File: config.mk
export PLATFORM = sky130hd
export DESIGN_NAME = calc_multi
export DESIGN_NICKNAME = d
export VERILOG_FILES = /design/src/rtl/calc_multi_pkg.sv /design/src/rtl/alu.sv /design/src/rtl/calc_enc.sv /design/src/rtl/calc_hist.sv /design/src/rtl/calc_multi.sv
export SDC_FILE = /design/constraint.sdc
export NUM_CORES = 1
export LEC_CHECK = 0
export ABC_AREA = 1
export BUFFER_PORTS_ARGS = -buffer_cell sky130_fd_sc_hd__clkbuf_2
export CAP_MARGIN = 20
export CORE_ASPECT_RATIO = 2
export CORE_MARGIN = 5
export CORE_UTILIZATION = 50
export CTS_CLUSTER_SIZE = 14
export DETAILED_ROUTE_END_ITERATION = 12
export HOLD_SLACK_MARGIN = 0.15
export PLACE_DENSITY = 0.67
export SYNTH_ARGS = -nofsm -noshare
export SYNTH_HDL_FRONTEND = slang
export SYNTH_SLANG_ARGS = --single-unit
File: constraint.sdc
create_clock -name clk -period 7.9 [get_ports clk]
set_input_delay 0.79 -clock clk [delete_from_list [all_inputs] [get_ports clk]]
set_output_delay 0.79 -clock clk [all_outputs]
set_load 0.05 [all_outputs]
File: src/rtl/calc_multi_pkg.sv
// calc_multi_pkg: shared definitions for the multi-accumulator calculator.
//   - ALU opcode encoding. calc_enc produces these codes and alu consumes them.
//   - hist_entry_t: one undo-history record {accumulator index, previous value}.
//     The record is sized for the largest legal configuration. Each user keeps
//     only the low bits that its own parameters need.
package calc_multi_pkg;

    localparam int ALU_OP_W = 3;

    localparam logic [ALU_OP_W-1:0] ALU_ADD = 3'b000;
    localparam logic [ALU_OP_W-1:0] ALU_SUB = 3'b001;
    localparam logic [ALU_OP_W-1:0] ALU_MUL = 3'b010;
    localparam logic [ALU_OP_W-1:0] ALU_AND = 3'b011;
    localparam logic [ALU_OP_W-1:0] ALU_OR  = 3'b100;
    localparam logic [ALU_OP_W-1:0] ALU_XOR = 3'b101;
    localparam logic [ALU_OP_W-1:0] ALU_SLL = 3'b110;
    localparam logic [ALU_OP_W-1:0] ALU_SRA = 3'b111;

    // The index field limits the design to at most 256 accumulators.
    localparam int HIST_IDX_W = 8;
    localparam int HIST_VAL_W = 32;

    typedef struct packed {
        logic [HIST_IDX_W-1:0] index;
        logic [HIST_VAL_W-1:0] value;
    } hist_entry_t;

endpackage

File: src/rtl/alu.sv
// alu: combinational 32-bit signed ALU.
//   op : opcode from calc_multi_pkg
//   a  : signed operand 1
//   b  : signed operand 2 (shift amount is b[4:0])
//   y  : result; products keep only their low 32 bits
module alu
    import calc_multi_pkg::*;
(
    input  logic [ALU_OP_W-1:0] op,
    input  logic signed [31:0]  a,
    input  logic signed [31:0]  b,
    output logic signed [31:0]  y
);

    always_comb begin
        y = '0;
        unique case (op)
            ALU_ADD: y = a + b;
            ALU_SUB: y = a - b;
            ALU_MUL: y = a * b;
            ALU_AND: y = a & b;
            ALU_OR:  y = a | b;
            ALU_XOR: y = a ^ b;
            ALU_SLL: y = a << b[4:0];
            default: y = a >>> b[4:0];
        endcase
    end

endmodule

File: src/rtl/calc_enc.sv
// calc_enc: maps the three opcode-select buttons to an ALU opcode.
//   btnl, btnc, btnr : opcode-select buttons (level, not edge)
//   alu_op           : opcode; {btnl,btnc,btnr} = 000 ADD, 001 SUB, 010 MUL,
//                      011 AND, 100 OR, 101 XOR, 110 SLL, 111 SRA
module calc_enc
    import calc_multi_pkg::*;
(
    input  logic                btnc,
    input  logic                btnl,
    input  logic                btnr,
    output logic [ALU_OP_W-1:0] alu_op
);

    always_comb begin
        alu_op = ALU_ADD;
        unique case ({btnl, btnc, btnr})
            3'b000:  alu_op = ALU_ADD;
            3'b001:  alu_op = ALU_SUB;
            3'b010:  alu_op = ALU_MUL;
            3'b011:  alu_op = ALU_AND;
            3'b100:  alu_op = ALU_OR;
            3'b101:  alu_op = ALU_XOR;
            3'b110:  alu_op = ALU_SLL;
            default: alu_op = ALU_SRA;
        endcase
    end

endmodule

File: src/rtl/calc_hist.sv
// calc_hist: circular LIFO that holds undo history.
//   clk, resetn : clock; asynchronous active-low reset (clears pointer and count)
//   push, din   : store din as the newest entry. When the LIFO is full, the
//                 oldest entry is overwritten.
//   pop         : discard the newest entry (ignored when empty)
//   top         : the newest entry; valid only when empty is low
//   full, empty : count == HDEPTH, count == 0
//   count       : number of valid entries
module calc_hist
    import calc_multi_pkg::*;
#(
    parameter int HDEPTH = 8
) (
    input  logic                      clk,
    input  logic                      resetn,
    input  logic                      push,
    input  logic                      pop,
    input  hist_entry_t               din,
    output hist_entry_t               top,
    output logic                      full,
    output logic                      empty,
    output logic [$clog2(HDEPTH):0]   count
);

    localparam int PW = $clog2(HDEPTH);
    localparam int CW = PW + 1;

    hist_entry_t    mem [HDEPTH];
    logic [PW-1:0]  wr_ptr;
    logic [PW-1:0]  top_ptr;

    // wr_ptr always wraps because HDEPTH is a power of two. Once the LIFO is
    // full, a push lands on the oldest slot, which is the overwrite we want.
    always_ff @(posedge clk or negedge resetn) begin
        if (!resetn) begin
            wr_ptr <= '0;
            count  <= '0;
        end else if (push) begin
            wr_ptr <= wr_ptr + 1'b1;
            if (!full)
                count <= count + 1'b1;
        end else if (pop && !empty) begin
            wr_ptr <= wr_ptr - 1'b1;
            count  <= count - 1'b1;
        end
    end

    always_ff @(posedge clk) begin
        if (push)
            mem[wr_ptr] <= din;
    end

    assign top_ptr = wr_ptr - 1'b1;
    assign top     = mem[top_ptr];
    assign full    = (count == CW'(HDEPTH));
    assign empty   = (count == '0);

endmodule

File: src/rtl/calc_multi.sv
// calc_multi: button-driven calculator with NACC accumulators and undo history.
//   clk, resetn       : clock; asynchronous active-low reset
//   btnc, btnl, btnr  : opcode select (see calc_enc)
//   btnd              : execute, acc[acc_sel] <= acc[acc_sel] op sw
//   btnu              : clear, acc[acc_sel] <= 0
//   btn_undo          : restore the newest history entry
//   acc_sel           : active accumulator
//   sw                : signed operand 2
//   led, zero         : acc[acc_sel] and (led == 0)
//   hist_count/full/empty : undo history occupancy
module calc_multi
    import calc_multi_pkg::*;
#(
    parameter int WIDTH  = 16,
    parameter int NACC   = 4,
    parameter int HDEPTH = 8
) (
    input  logic                      clk,
    input  logic                      resetn,
    input  logic                      btnc,
    input  logic                      btnl,
    input  logic                      btnr,
    input  logic                      btnd,
    input  logic                      btnu,
    input  logic                      btn_undo,
    input  logic [$clog2(NACC)-1:0]   acc_sel,
    input  logic [WIDTH-1:0]          sw,
    output logic [WIDTH-1:0]          led,
    output logic                      zero,
    output logic [$clog2(HDEPTH):0]   hist_count,
    output logic                      hist_full,
    output logic                      hist_empty
);

    localparam int SELW = $clog2(NACC);

    logic [WIDTH-1:0]     acc [NACC];
    logic                 btnd_q, btnu_q, undo_q, armed;
    logic                 clr_edge, exe_edge, undo_edge;
    logic                 clr_fire, exe_fire, undo_fire;
    logic [ALU_OP_W-1:0]  alu_op;
    logic signed [31:0]   op1, op2, alu_res;
    hist_entry_t          push_entry, pop_entry;
    logic                 wr_en;
    logic [SELW-1:0]      wr_idx;
    logic [WIDTH-1:0]     wr_val;
    logic                 unused_bits;

    // armed is low for the first clock after reset. A button that is already
    // held when reset releases is sampled into its edge flop on that clock
    // without firing. It then needs a release and a new press to fire.
    always_ff @(posedge clk or negedge resetn) begin
        if (!resetn) begin
            btnd_q <= 1'b0;
            btnu_q <= 1'b0;
            undo_q <= 1'b0;
            armed  <= 1'b0;
        end else begin
            btnd_q <= btnd;
            btnu_q <= btnu;
            undo_q <= btn_undo;
            armed  <= 1'b1;
        end
    end

    assign clr_edge  = armed & btnu & ~btnu_q;
    assign exe_edge  = armed & btnd & ~btnd_q;
    assign undo_edge = armed & btn_undo & ~undo_q;

    // Priority is clear > execute > undo. Edges that lose are dropped, not
    // deferred.
    assign clr_fire  = clr_edge;
    assign exe_fire  = exe_edge & ~clr_edge;
    assign undo_fire = undo_edge & ~clr_edge & ~exe_edge & ~hist_empty;

    assign led  = acc[acc_sel];
    assign zero = (led == '0);

    assign op1 = 32'(signed'(led));
    assign op2 = 32'(signed'(sw));

    calc_enc u_enc (
        .btnc   (btnc),
        .btnl   (btnl),
        .btnr   (btnr),
        .alu_op (alu_op)
    );

    alu u_alu (
        .op (alu_op),
        .a  (op1),
        .b  (op2),
        .y  (alu_res)
    );

    assign push_entry.index = HIST_IDX_W'(acc_sel);
    assign push_entry.value = HIST_VAL_W'(led);

    calc_hist #(.HDEPTH(HDEPTH)) u_hist (
        .clk    (clk),
        .resetn (resetn),
        .push   (clr_fire | exe_fire),
        .pop    (undo_fire),
        .din    (push_entry),
        .top    (pop_entry),
        .full   (hist_full),
        .empty  (hist_empty),
        .count  (hist_count)
    );

    // An undo writes to the accumulator stored in the entry, not to acc_sel.
    always_comb begin
        wr_en  = clr_fire | exe_fire | undo_fire;
        wr_idx = acc_sel;
        wr_val = '0;
        if (exe_fire) begin
            wr_val = alu_res[WIDTH-1:0];
        end else if (undo_fire) begin
            wr_idx = pop_entry.index[SELW-1:0];
            wr_val = pop_entry.value[WIDTH-1:0];
        end
    end

    always_ff @(posedge clk or negedge resetn) begin
        if (!resetn) begin
            for (int i = 0; i < NACC; i++)
                acc[i] <= '0;
        end else if (wr_en) begin
            acc[wr_idx] <= wr_val;
        end
    end

    // The ALU's upper result bits and the spare history-field bits are
    // discarded on purpose. Folding them here marks them as intentionally
    // unused.
    assign unused_bits = ^{alu_res, pop_entry};

endmodule

==> results.cfg, run 1 <==
[status]
run_status = complete, no violations

[placed_design]
dp_hpwl_mm = 47.9
io_buffers = 48
globalplace.congestion = 1.02

[floorplanning]
die_width_um = 139
ios = 49
design.core.area_sq_um = 33400
std_cell_rows = 95
die_area_sq_um = 37500
initial_core_util = 0.501
overall_die_height_um = 269

[global_route]
via_count_of_the_first_global_routing_pass = 15418
antenna_violations_before_repair = 2
maximum_number_of_pins_on_one_net_before_global_route_repair = 76
groute.usage.overall = 0.329
grt_first_pass_wirelength_mm = 92.2
global_route.overflow_total = 0

[sta]
period_share = 0.912
whs_ns = 0.415
max_slew_headroom = 0.226
clock.fmax_mhz = 139
tightestPinTransition_ns = 1.16
final_max_slew_viols = 0
clock-skew-final_ns = 0.0113
rsz0062_at_grt = no
setup_viol = 0
final_hold_viol_count = 0
fin_crit_ns = 7.20
totalNegativeSetupSlack_ns = 0

[route]
vias = 14930
first_pass_iters = 5
routed_wl_mm = 62.0
antenna_left = 0
route.detailed.drc = 0
vias_per_cell = 6.00
first_iter_violations = 1219
post_drt_wl_per_cell_um = 24.9

[layout]
finalNetCount = 2261
fillers = 3194
final_layout_size_suffix_gt1_frac = 0.0941
area_growth_pct = 7.75

[logic_synthesis]
synth-compound-area-share = 0.131
ys_async_sr_fraction = 0.342
synth.yosys.seq_area_share = 0.370
share_of_synthesized_cell_area_in_full_adder_half_adder_and_majority_cells = 0.183
synth_cell_type_count = 59
synthesis.area_per_instance_sq_um = 8.35
netlist.top_cell.by_area = edfxtp_1
synth_nets = 2227
synth_most_common_cell = nand2_1
synth_area_sq_um = 16700
synth_seq_cells = 219
synth_top_family_by_area = simple AND/OR/NAND/NOR gates
netlist.area_leader.share = 0.258
number_of_flops_mapped_to_enable_cells_by_yosys = 144
synth_flop_cell = edfxtp_1
synth.mux.area_fraction = 0.00194
yosys.area_share.xor_xnor = 0.0176
ys_warn_count = 0
synth_cells = 2005
synth.top_cells.by_area = edfxtp_1 26%, dfrtp_1 11%, fa_1 9.7%
yosys.area_share.simple = 0.212
synthTopCellsByCount = 428 x nand2_1, 247 x inv_1, 226 x nor2_1

[clocking]
cts.clk_slew.worst_paths_ns = 0.07
cts-buffers-inserted = 19
postCtsSetupRepairBufs = 0
htree_num_levels = 1
cts_resized = 0
cts_sinks = 219
clock-root-buffer = clkbuf_16
post_cts_hold_buffer_count = 0
clock_latency_ns = 0.50
buffer_levels_on_the_longest_clock_path = 3
cts_tree = yes

[pwr]
power.static_leakage_nw = 8.15
irDropWorstVdd_mv = 0.856
power_mw = 8.62
power_density_nw_per_um2 = 478

[critical_path]
worst_path_most_repeated_cell = nand2_1
timing.critical_path.required_ns = 8.30
worst_path_max_delay_cell = fa_1
timing.critical_path.from_type = primary input
critical_path_peak_fanout = 30
timing.setup.critical_path_class = in2reg
slowest_delay_ns = 0.55
worst-endpoint-arrival_ns = 7.61
endpoint_kind = flop

[job]
maxCapViolCount = 0

[min_path]
min_path_type = in2reg
[flip-flops by register name, indices dropped and copies added (netlist names)]
register,flops
armed,1
u_hist.count,4
acc,64
btnd_q,1
u_hist.wr_ptr,3
undo_q,1
btnu_q,1
u_hist.mem,144
[final cells by class]
type	count	area, sq um	area share
Sequential cell	219	6200	0.344
Clock buffer	30	517	0.0286
Antenna cell	1	2.50	0.000139
Multi-Input combinational cell	1435	9150	0.507
Timing Repair Buffer	97	611	0.0338
Inverter	267	1010	0.0558
Tap cell	436	546	0.0302
Clock inverter	2	13.8	0.000763
[cell families after synthesis]
kind of cell               count (synthesis)
and+or+nand+nor                          844
AOI/OAI and AO/OA                        359
buffers and inverters                    351
DFF                                      219
adders and majority gates                196
xor gates and xnor gates                  32
muxes                                      3
other                                      1
[worst max-delay path: cells and delay by family]
family | cells | cell delay, ns
adders and majority gates | 7 | 3.14
and+or+nand+nor | 10 | 1.50
buffers and inverters | 6 | 1.28
AOI/OAI and AO/OA | 6 | 0.82
[metrics by stage]
step	area [sq um]	utilization	std cells	worst slack (ns)
after floorplan	16700	-	2005	1.29
after global placement	17500	0.524	2453	0.436
after detailed placement	17500	0.524	2453	0.342
after CTS	18000	0.540	2485	0.836
after global routing	18000	0.540	2487	0.383
final	18000	0.540	2487	0.695
[final timing paths]
| check | from | end | slack (ns) | cells past startpoint |
|---|---|---|---|---|
| max | acc_sel[0] | acc[61] | 0.70 | 29 |
| min | btn_undo | undo_q | 0.42 | 1 |
| max reg2reg | acc[37] | acc[61] | 1.24 | 28 |
| min reg2reg | acc[31] | acc[31] | 0.48 | 2 |
| max in group asynchronous | resetn | u_hist.wr_ptr[0] | 6.79 | 1 |
| min in group asynchronous | resetn | undo_q | 0.43 | 1 |
[power by group]
part	internal [mW]	switching (mW)	leakage, nW	total [mW]
Sequential	1.51	0.128	2.23	1.63
Clock	0.450	0.399	0.256	0.849
Combinational	2.06	4.08	5.67	6.14
[layer usage]
layer	GRT usage	up-vias	wire length [um]
met5	0	-	0
met4	0.325	0	7660
met3	0.0367	307	3100
met2	0.594	704	31600
met1	0.318	7179	19700
li1	-	6740	-
[cell usage in the layout (no fill, tap or decap), drive strengths merged, types with 35 or more instances in the layout]
cell type / synthesis / final
ha: 115 / 115
a31oi: 48 / 48
fa: 81 / 81
clkbuf: 45 / 78
inv: 263 / 264
edfxtp: 144 / 144
nand2: 446 / 446
buf: 39 / 49
dfrtp: 75 / 75
nand3: 117 / 117
o221ai: 35 / 35
a21oi: 64 / 64
o21ai: 158 / 158
nor2: 233 / 233
Note: power is estimated with default switching activity, not from simulation.
==> run 2, diff against run 1 <==
GPL_TIMING_DRIVEN = 0   (was not set)
==> results.cfg, run 2 (same netlist as run 1, synthesis figures left out) <==
[layout]
layout_top_registers = u_hist.mem x144, acc x64, u_hist.count x4
antenna_cells_inserted = 0
fillers = 3161
finalNetCount = 2306
seq_area_sq_um = 6200
largest_register = u_hist.mem
area_growth_pct = 9.26
final_cell_area_sq_um = 18300
final_cells = 2531
multiInputGateArea_sq_um = 9160
final_layout_size_suffix_gt1_frac = 0.0893
layout.cells.most_common = nand2_1
leading_cell_types_in_the_layout_fill_and_taps_excluded = 428 x nand2_1, 245 x inv_1, 218 x nor2_1
largest_register_ff_count = 144
final_core_util = 0.548

[pwr]
clockPowerShare = 0.094
pwr-share-seq = 0.181
combPwrFrac = 0.725
irDropWorstVdd_mv = 0.935
sw_frac_of_total = 0.546
power_mw = 8.98
power.static_leakage_nw = 8.21
power_density_nw_per_um2 = 491
power.switching_mw = 4.91
internal_power_mw = 4.07

[route]
vias_per_cell = 5.99
post_drt_wl_per_cell_um = 25.2
vias = 15156
first_pass_iters = 5
routed.top_layer = met4
antenna_left = 0
route.detailed.drc = 0
total_met2_wirelength_after_detailed_routing_mm = 32.8
routed_wl_mm = 63.8
route.met3.wl_mm = 3.24
routed_metal_1_wirelength_mm = 20.0
first_iter_violations = 1168

[critical_path]
timing.setup.critical_path_class = in2reg
endpoint_kind = flop
reg2reg_to = acc[46]
r2r-start = acc[40]
timing.critical_path.required_ns = 8.28
worst-endpoint-arrival_ns = 8.02
timing.critical_path.from_type = primary input
worst-r2r-setup-slack_ns = 0.81
r2r_cells = 27
critical_path_peak_fanout = 10

[sta]
final_hold_viol_count = 0
post-route-worst-setup-slack_ns = 0.259
max_slew_headroom = 0.303
clock.fmax_mhz = 131
period_share = 0.967
tightestPinTransition_ns = 1.04
rsz0062_at_grt = no
setup_viol = 0
fin_crit_ns = 7.64
clock-skew-final_ns = 0.0119
final_max_slew_viols = 0

[floorplanning]
initial_core_util = 0.501
ios = 49
overall_die_height_um = 269
std_cell_rows = 95
die_width_um = 139
design.core.area_sq_um = 33400
die_area_sq_um = 37500

[placed_design]
placed_cells = 2498
dp_hpwl_mm = 49.7
globalplace.congestion = 1.06
io_buffers = 48
placed_cell_area_sq_um = 17700
post-place-ws_ns = -0.475

[clocking]
cts_sinks = 219
clock_latency_ns = 0.49
cts_resized = 0
buffer_levels_on_the_longest_clock_path = 3
post_cts_hold_buffer_count = 0
htree_num_levels = 1
cts.clk_slew.worst_paths_ns = 0.07
postCtsSetupRepairBufs = 0
clock-root-buffer = clkbuf_16
cts_tree = yes
cts-buffers-inserted = 19

[min_path]
min_path_type = in2async

[global_route]
groute.usage.overall = 0.339
global_route.overflow_total = 0
maximum_number_of_pins_on_one_net_before_global_route_repair = 57
grt_first_pass_wirelength_mm = 94.3
antenna_violations_before_repair = 0
via_count_of_the_first_global_routing_pass = 15563

[job]
maxCapViolCount = 0

[status]
run_status = complete, no violations
run 2: cell count changes in the layout (fill, tap and decap cells not counted), moves of 2 or more:
cell / change
buf_4: -45
clkbuf_1: +45
buf_2: +17
buf_6: +8
buf_1: +7
buf_8: +5
buf_16: +4
clkbuf_2: +3
clkinvlp_4: +3
clkbuf_4: +2
inv_2: -2
run 2: worst max path at each step:
stage | from | endpoint
finish | sw[2] | acc[31]
global route | acc_sel[0] | acc[62]
CTS | sw[2] | acc[63]
detailed placement | sw[2] | acc[63]
global placement | sw[2] | acc[47]
floorplan | acc_sel[0] | acc[46]
run 2: final cells by class:
class | instances | share of cell area
Multi-Input combinational cell | 1435 | 0.500
Sequential cell | 219 | 0.339
Inverter | 267 | 0.0556
Tap cell | 436 | 0.0298
Clock buffer | 31 | 0.0284
Timing Repair Buffer | 58 | 0.0238
Buffer | 84 | 0.0229
Clock inverter | 1 | 0.000410
run 2: power groups by stage:
stage | Sequential (mW) | Clock (mW) | Combinational, mW
after floorplan | 1.65 | 0 | 4.26
after global placement | 1.64 | 0 | 6.22
after detailed placement | 1.65 | 0 | 6.40
after CTS | 1.62 | 0.855 | 6.45
after global routing | 1.65 | 0.897 | 7.24
final | 1.63 | 0.844 | 6.51
run 2: metrics by stage:
stage | TNS, ns | hold WS, ns
2_1_floorplan | 0 | 0.449
3_3_place_gp | -2.52 | 0.463
3_5_place_dp | -2.63 | 0.465
4_1_cts | 0 | 0.212
5_1_grt | 0 | 0.222
6_report | 0 | 0.211
run 2: worst max-delay path, cell delays in order:
cell	delay, ns
clkbuf_2	0.22
inv_1	0.41
buf_1	0.51
clkbuf_2	0.44
nor2_1	0.12
fa_1	0.54
inv_1	0.07
fa_1	0.54
inv_1	0.06
fa_1	0.51
fa_1	0.56
inv_1	0.05
fa_1	0.49
fa_1	0.50
inv_1	0.06
ha_1	0.36
a21oi_1	0.30
o211ai_1	0.16
a31oi_2	0.36
nand3_1	0.16
nand3_1	0.28
nand3_1	0.15
nand2_1	0.10
nand2_2	0.13
nand2_1	0.10
nand2_1	0.05
run 2: routing by layer:
| layer | GRT usage | vias up |
|---|---|---|
| li1 | - | 6843 |
| met4 | 0.324 | 0 |
| met1 | 0.323 | 7322 |
| met2 | 0.623 | 695 |
| met3 | 0.0343 | 296 |
| met5 | 0 | - |
==> run 3, diff against run 2 <==
ABC_AREA = 0   (was 1)
HOLD_SLACK_MARGIN = not set   (was 0.15)
==> results.cfg, run 3 <==
[sta]
clock.fmax_mhz = 129
fin_crit_ns = 7.76
setup_viol = 0
max_slew_headroom = 0.277
final_max_slew_viols = 0
rsz0062_at_grt = no
tightestPinTransition_ns = 1.08
final_hold_viol_count = 0
post-route-worst-setup-slack_ns = 0.141
period_share = 0.982
clock-skew-final_ns = 0.00954
whs_ns = 0.164
totalNegativeSetupSlack_ns = 0

[route]
first_pass_iters = 5
post_drt_wl_per_cell_um = 28.5
antenna_left = 0
routed_wl_mm = 57.1
vias_per_cell = 6.22
vias = 12471
route.detailed.drc = 0
first_iter_violations = 968

[logic_synthesis]
synth_most_common_cell = inv_1
synth_flop_cell = edfxtp_1
ys_warn_count = 0
synthesis.area_per_instance_sq_um = 11.0
synth_area_sq_um = 16300
synth.yosys.seq_area_share = 0.380
number_of_flops_mapped_to_enable_cells_by_yosys = 144
synth_cell_type_count = 71
ys_async_sr_fraction = 0.342
synth_seq_cells = 219
synth_cells = 1482
synth.top_cells.by_area = edfxtp_1 26%, dfrtp_1 11%, fa_1 9.9%
netlist.top_cell.by_area = edfxtp_1
synth_nets = 1704
netlist.area_leader.share = 0.265
synthTopCellsByCount = 161 x inv_1, 144 x edfxtp_1, 142 x nand2_1

[critical_path]
worst_path_max_delay_cell = mux4_1
timing.critical_path.required_ns = 8.28
endpoint_kind = flop
timing.critical_path.from_type = primary input
cp-endpoint = acc[13]
r2r_cells = 22
slowest_delay_ns = 0.63
timing.setup.critical_path_class = in2reg
worst_path_most_repeated_cell = fa_1
reg2reg_to = acc[13]
r2r-start = acc[37]
worst-r2r-setup-slack_ns = 0.52
critical_path_peak_fanout = 15
worst-endpoint-arrival_ns = 8.14
cp_num_cells = 24
cp.buffers_inverters = 9
crit_path_start = acc_sel[0]
worstPathCellList = clkbuf_2 -> buf_6 -> mux4_1 -> clkbuf_1 -> buf_8 -> clkinvlp_4 -> nor2_1 -> fa_1 -> inv_1 -> fa_1 -> fa_1 -> fa_1 -> inv_1 -> fa_1 -> inv_1 -> fa_1 -> inv_1 -> ha_1 -> a21o_1 -> a221oi_2 -> xnor2_1 -> a221oi_1 -> o22ai_1 -> mux2_2
cpLargestDelayFamily = adder cells

[global_route]
gr-max-usage-layer = met2
via_count_of_the_first_global_routing_pass = 13181
maximum_number_of_pins_on_one_net_before_global_route_repair = 63
met1_usage = 0.313
groute.layer.met2.usage = 0.572
global_route.overflow_total = 0
grt_first_pass_wirelength_mm = 83.3
grtUsageMet3 = 0.0301
antenna_violations_before_repair = 0
groute.usage.overall = 0.319

[floorplanning]
die_area_sq_um = 36600
std_cell_rows = 93
ios = 49
overall_die_height_um = 266
initial_core_util = 0.507
design.core.area_sq_um = 32200
die_width_um = 138

[clocking]
cts.clk_slew.worst_paths_ns = 0.07
cts_sinks = 219
clock-root-buffer = clkbuf_16
cts_tree = yes
buffer_levels_on_the_longest_clock_path = 3
cts-buffers-inserted = 19
htree_num_levels = 1
clock_latency_ns = 0.50

[placed_design]
io_buffers = 48
placed_cells = 1979
dp_hpwl_mm = 45.0
globalplace.congestion = 1.03
post-place-ws_ns = -1.41
placed_cell_area_sq_um = 17400

[layout]
largest_register_ff_count = 144
layout.cells.most_common = inv_1
final_core_util = 0.559
final_cell_area_sq_um = 18000
layout_top_registers = u_hist.mem x144, acc x64, u_hist.count x4
leading_cell_types_in_the_layout_fill_and_taps_excluded = 158 x inv_1, 144 x edfxtp_1, 142 x nand2_1
fillers = 2792
finalNetCount = 1793
largest_register = u_hist.mem
area_growth_pct = 10.3
final_cells = 2004
final_layout_size_suffix_gt1_frac = 0.169

[pwr]
power_density_nw_per_um2 = 359
irDropWorstVdd_mv = 0.330
power_mw = 6.47
power.static_leakage_nw = 7.67

[job]
maxCapViolCount = 0

[status]
run_status = complete, no violations

[min_path]
min_path_type = in2async
[run 3: changes by cell type after synthesis, moves of 35 or more]
cell     previous run  this run
nand2_1           428       142
nor2_1            226       113
nand3_1           109        12
inv_1             247       161
o21ai_0           135        68
mux2_2              2        63
mux4_2              0        49
xnor2_1             6        51
a31oi_1            47         8
mux2i_1             1        36
[run 3: logic make-up after synthesis]
group                      Yosys count  share of synthesized area
muxes                              156                      0.145
buffers and inverters              252                     0.0617
adders and majority gates          196                      0.187
DFF                                219                      0.380
and+or+nand+nor                    346                     0.0918
xor gates and xnor gates            72                     0.0404
AOI/OAI and AO/OA                  240                     0.0935
other                                1                   0.000230
[run 3: timing repair]
action,CTS,global route
resized for setup,11,19
buffers inserted,0,3
hold buffers,0,0
setup endpoints to repair,32,28
[run 3: power by group]
part	switching (mW)	internal, mW	total, mW
Combinational	2.60	1.49	4.08
Sequential	0.0891	1.47	1.56
Clock	0.395	0.439	0.833
[run 3: worst min path at each step]
stage	startpoint	endpoint	slack [ns]	cells past startpoint
CTS	resetn	acc[26]	0.17	1
global placement	acc[62]	acc[62]	0.46	2
finish	resetn	acc[26]	0.16	1
global route	resetn	acc[10]	0.18	1
floorplan	acc[30]	acc[30]	0.44	2
detailed placement	acc[14]	acc[14]	0.47	2
[run 3: metal layers]
layer  part of all wire  wire (um)
met1               0.30      17200
met2               0.53      30300
met3              0.048       2740
met4               0.12       6840
met5                  0          0
[run 3: final cells by class]
cell class / count / area [sq um] / share of cell area
flip-flops and latches: 219 / 6200 / 0.344
well taps: 427 / 534 / 0.0297
repair buffers: 73 / 554 / 0.0308
inverters: 169 / 647 / 0.0359
clock buffers: 24 / 494 / 0.0274
plain buffers: 78 / 380 / 0.0211
multi-input cells: 1011 / 9190 / 0.510
clock inverters: 2 / 13.8 / 0.000764
diodes: 1 / 2.50 / 0.000139
